`src/rtl/sync_fifo.sv`:
```
// sync_fifo: single-clock DEPTH x DATA_W FIFO, normal (non-show-ahead) read mode,
// registered empty/full flags and a modulo-DEPTH occupancy count.
module sync_fifo #(
  parameter int DATA_W = 8,
  parameter int DEPTH  = 256,
  parameter int ADDR_W = 8
) (
  input  logic              sys_clk,
  input  logic              sys_rst_n,
  input  logic [DATA_W-1:0] pi_data,
  input  logic              wr_req,
  input  logic              rd_req,
  output logic [DATA_W-1:0] po_data,
  output logic              empty,
  output logic              full,
  output logic [ADDR_W-1:0] usedw
);

  localparam logic [ADDR_W:0] CNT_FULL = (ADDR_W+1)'(DEPTH);

  logic [DATA_W-1:0] mem [DEPTH];
  logic [ADDR_W-1:0] wptr;
  logic [ADDR_W-1:0] rptr;
  logic [ADDR_W:0]   count;
  logic [ADDR_W:0]   count_nxt;
  logic              wr_acc;
  logic              rd_acc;

  // Acceptance uses the pre-edge flags, so a full FIFO only reads and an empty one only writes.
  always_comb begin
    wr_acc = wr_req && !full;
    rd_acc = rd_req && !empty;
  end

  always_comb begin
    count_nxt = count;
    case ({wr_acc, rd_acc})
      2'b10:   count_nxt = count + (ADDR_W+1)'(1);
      2'b01:   count_nxt = count - (ADDR_W+1)'(1);
      default: count_nxt = count;
    endcase
  end

  // Storage is deliberately left out of reset.
  always_ff @(posedge sys_clk) begin
    if (wr_acc) begin
      mem[wptr] <= pi_data;
    end
  end

  always_ff @(posedge sys_clk or negedge sys_rst_n) begin
    if (!sys_rst_n) begin
      wptr    <= '0;
      rptr    <= '0;
      count   <= '0;
      po_data <= '0;
      empty   <= 1'b1;
      full    <= 1'b0;
    end else begin
      if (wr_acc) begin
        wptr <= wptr + ADDR_W'(1);
      end
      if (rd_acc) begin
        po_data <= mem[rptr];
        rptr    <= rptr + ADDR_W'(1);
      end
      count <= count_nxt;
      empty <= (count_nxt == '0);
      full  <= (count_nxt == CNT_FULL);
    end
  end

  always_comb begin
    usedw = count[ADDR_W-1:0];
  end

endmodule

```
`config.mk`:
```
export PLATFORM = sky130hd
export DESIGN_NAME = sync_fifo
export DESIGN_NICKNAME = d
export VERILOG_FILES = /design/src/rtl/sync_fifo.sv
export SDC_FILE = /design/constraint.sdc
export NUM_CORES = 2
export LEC_CHECK = 0
export BUFFER_PORTS_ARGS = -buffer_cell sky130_fd_sc_hd__buf_2
export CORE_UTILIZATION = 65
export DETAILED_ROUTE_END_ITERATION = 6
export PLACE_DENSITY = 0.81
export SLEW_MARGIN = 20
export SYNTH_ARGS = -nofsm -noshare
export SYNTH_HDL_FRONTEND = slang
export SYNTH_SLANG_ARGS = --single-unit
export TNS_END_PERCENT = 100
```
`constraint.sdc`:
```
create_clock -name sys_clk -period 8.1 [get_ports sys_clk]
set_input_delay 0.405 -clock sys_clk [delete_from_list [all_inputs] [get_ports sys_clk]]
set_output_delay 0.405 -clock sys_clk [all_outputs]
set_load 0.03 [all_outputs]
```
==> results.yml <==
floorplanning:
  pin_count: 30
  die_x_um: 356.2
  die_h_um: 356.2
  num_rows: 129
  start_util_pct: 65.71
  die_area_mm2: 0.1269
  core-area_mm2: 0.1241
sta:
  worst_slew_margin_rel_pct: 9.499
  worst-slew-pin-transition_ns: 1.354
  slew_violations: 0
  rsz0062_at_grt: "no"
  period_share_pct: 57.49
  skew_ns: 0.02960
  setup_viol: 0
  final.setup.worst_slack_ns: 3.444
  timing.final.crit_period_ns: 4.656
  max_freq_mhz: 214.8
  hold_viol_final: 0
  fin_setup_tns_ns: 0
synth:
  synth_top_area_share_pct: 75.40
  synth_edf_count: 2048
  ys.flop_type: "edfxtp_1"
  synth_seq_area_share_pct: 76.48
  synth_warnings: 0
  syn_avg_cell_area_um2: 20.10
  ys_types: 63
  ys_async_sr_fraction_pct: 1.680
  syn_inst: 4058
  syn-num-nets: 4077
  ys_seq_elements: 2083
  yosysTopAreaCell: "edfxtp_1"
  synth_common_cells: "edfxtp_1 (2048), mux4_2 (419), nor2_1 (289)"
  yosys-top-cells-area: "edfxtp_1 (75%), mux4_2 (12%), mux2i_1 (3.5%)"
  syn_area_mm2: 0.08156
  yosys.cell_count.top_type: "edfxtp_1"
layout:
  final_area_mm2: 0.08925
  area_growth_pct: 9.428
  drive_gt1_share_pct: 18.83
  fin_nets: 4091
global_route:
  grt_overflow: 0
  grt_pass1_wl_mm: 290.0
  grt_max_degree: 168
  grt_pass1_vias: 42270
  antenna_found_initial: 11
  grtUsageTotal_pct: 32.21
detailed_routing:
  drtPass1Iterations: 7
  vias: 42140
  drc_errors: 12
  wl_per_cell_um: 34.11
  ant_nets: 0
  via_per_inst: 7.165
  routed_wl_mm: 200.6
  drt_iter0_drc: 6566
clock_network:
  cts_tree: "yes"
  clk_latency_ns: 0.84
  post-cts-setup-buffers: 0
  cts_buffers: 192
  h-tree-depth: 4
  clockBufferDepth: 3
  clkSinkCount: 2083
  cts-root-buf: "clkbuf_16"
  path_clk_slew_ns: 0.07
setup_path:
  end_kind: "register"
  cp-start-kind: "register"
  cp_max_fo: 92
  r2r-start: "rptr[0]"
  crit_type: "reg -> reg"
  crit_start: "rptr[0]"
  crit_arrival_ns: 5.32
  cp_data_required_time_ns: 8.76
pwr:
  p_leak_nw: 28.05
  p_clk_share_pct: 29.9
  seq_power_share_pct: 42.2
  p_sw_mw: 9.238
  p_per_area_mw_per_mm2: 330.2
  peakVddDrop_uv: 329.9
  p_int_mw: 20.24
  switching_share_pct: 31.34
  p_comb_share_pct: 27.9
place:
  dp_slack_ns: 3.508
  gp_congestion: 0.8876
  place_area_mm2: 0.08308
  dp_hpwl_mm: 111.6
  port-buffer-count: 29
job:
  maxCapViolations: 0
status:
  violations: "design-rule violations"
  outcome: "finished, violations left"
min_path:
  hold_path_class: "in -> reg"
  hp-start: "pi_data[4]"
[registers in the layout, summed over array words and instances (netlist names)]
name,count
count,9
empty,1
mem,2048
full,1
wptr,8
rptr,8
po_data,8
[what timing repair did]
action	CTS	global route
hold buffers	1	0
hold endpoints to repair	34	0
resized for setup	0	0
[metrics by stage]
step	util, %	std cells	total power [mW]	hold slack [ns]
floorplan	-	4058	18.20	0.1094
global placement	66.93	5512	20.48	0.5118
detailed placement	66.94	5512	20.62	0.5134
CTS	71.83	5868	29.34	0.08237
global route	71.88	5870	30.23	0.01620
finish	71.91	5881	29.47	0.01583
[per-layer routing]
metal | vias up | GRT usage (%) | wire [um]
li1 | 16800 | - | -
met1 | 21540 | 43.37 | 70020
met2 | 3188 | 50.37 | 96850
met3 | 595 | 7.980 | 23940
met4 | 18 | 15.15 | 9628
met5 | - | 0 | 162
[worst paths after layout]
path,to,slack [ns],cells after the start
worst max-delay path,po_data[1],3.44,7
worst min-delay path,mem[236][4],0.02,1
worst max register to register,po_data[1],3.44,7
worst min register to register,wptr[5],0.56,1
max in group asynchronous,rptr[2],7.38,3
min in group asynchronous,count[3],0.20,3
[layout make-up]
type	count	area [um^2]
antenna	11	27.53
clock buffer	241	5146
clock inverter	114	919.6
fill	6714	34870
inverter	13	56.30
multi-input combinational	1699	17880
sequential	2083	62390
tap	1637	2048
timing repair buffer	83	777.0
[power by group through the flow]
stage / Sequential (mW) / Combinational [mW] / Clock (mW)
after floorplan: 12.3 / 5.85 / 0
after global placement: 12.6 / 7.85 / 0
after detailed placement: 12.6 / 7.98 / 0
after CTS: 12.4 / 8.11 / 8.81
after global routing: 12.4 / 8.57 / 9.22
final: 12.4 / 8.24 / 8.81
[placed cells by master (no fill, tap or decap), types with 6 or more instances in the layout]
cell | synthesis | routed
o22ai_1 | 81 | 81
clkbuf_1 | 139 | 40
edfxtp_1 | 2048 | 2048
o31ai_1 | 9 | 9
and2_1 | 12 | 12
a311oi_1 | 7 | 7
a21oi_1 | 68 | 68
buf_12 | 0 | 9
nand2_1 | 139 | 138
nor2_1 | 289 | 284
xnor2_1 | 21 | 21
a2111oi_0 | 10 | 9
inv_1 | 12 | 11
and3_1 | 6 | 6
clkinv_1 | 0 | 58
mux4_2 | 419 | 419
diode_2 | 0 | 11
o221ai_1 | 124 | 124
o211ai_1 | 9 | 9
a31oi_1 | 16 | 16
clkbuf_8 | 0 | 10
nor3_1 | 37 | 37
nand3_1 | 29 | 26
dfrtp_1 | 34 | 29
bufinv_16 | 0 | 13
clkbuf_16 | 0 | 198
or2_2 | 9 | 9
buf_2 | 35 | 21
buf_4 | 53 | 42
nor2_2 | 1 | 6
mux2i_1 | 283 | 283
o21ai_0 | 39 | 39
a211oi_1 | 9 | 9
a22oi_1 | 18 | 18
ha_1 | 7 | 7
clkinv_2 | 0 | 33
nor2b_1 | 8 | 7
[worst max-delay path, stage by stage, from the launching register on]
cell,delay [ns]
dfrtp_4,1.00
buf_12,0.55
mux4_2,0.64
mux4_2,0.51
nand2_1,0.09
o21ai_0,0.32
a2111oi_1,0.96
o31ai_1,0.21
[logic make-up after synthesis]
| group | after synthesis | share of synthesized area, % |
|---|---|---|
| compound gates | 409 | 3.535 |
| xor+xnor | 24 | 0.2577 |
| fa+ha+maj | 7 | 0.1074 |
| simple gates | 553 | 2.870 |
| flops | 2083 | 76.48 |
| mux | 706 | 15.10 |
| buf+inv | 276 | 1.652 |
Note: power is estimated with default switching activity, not from simulation.
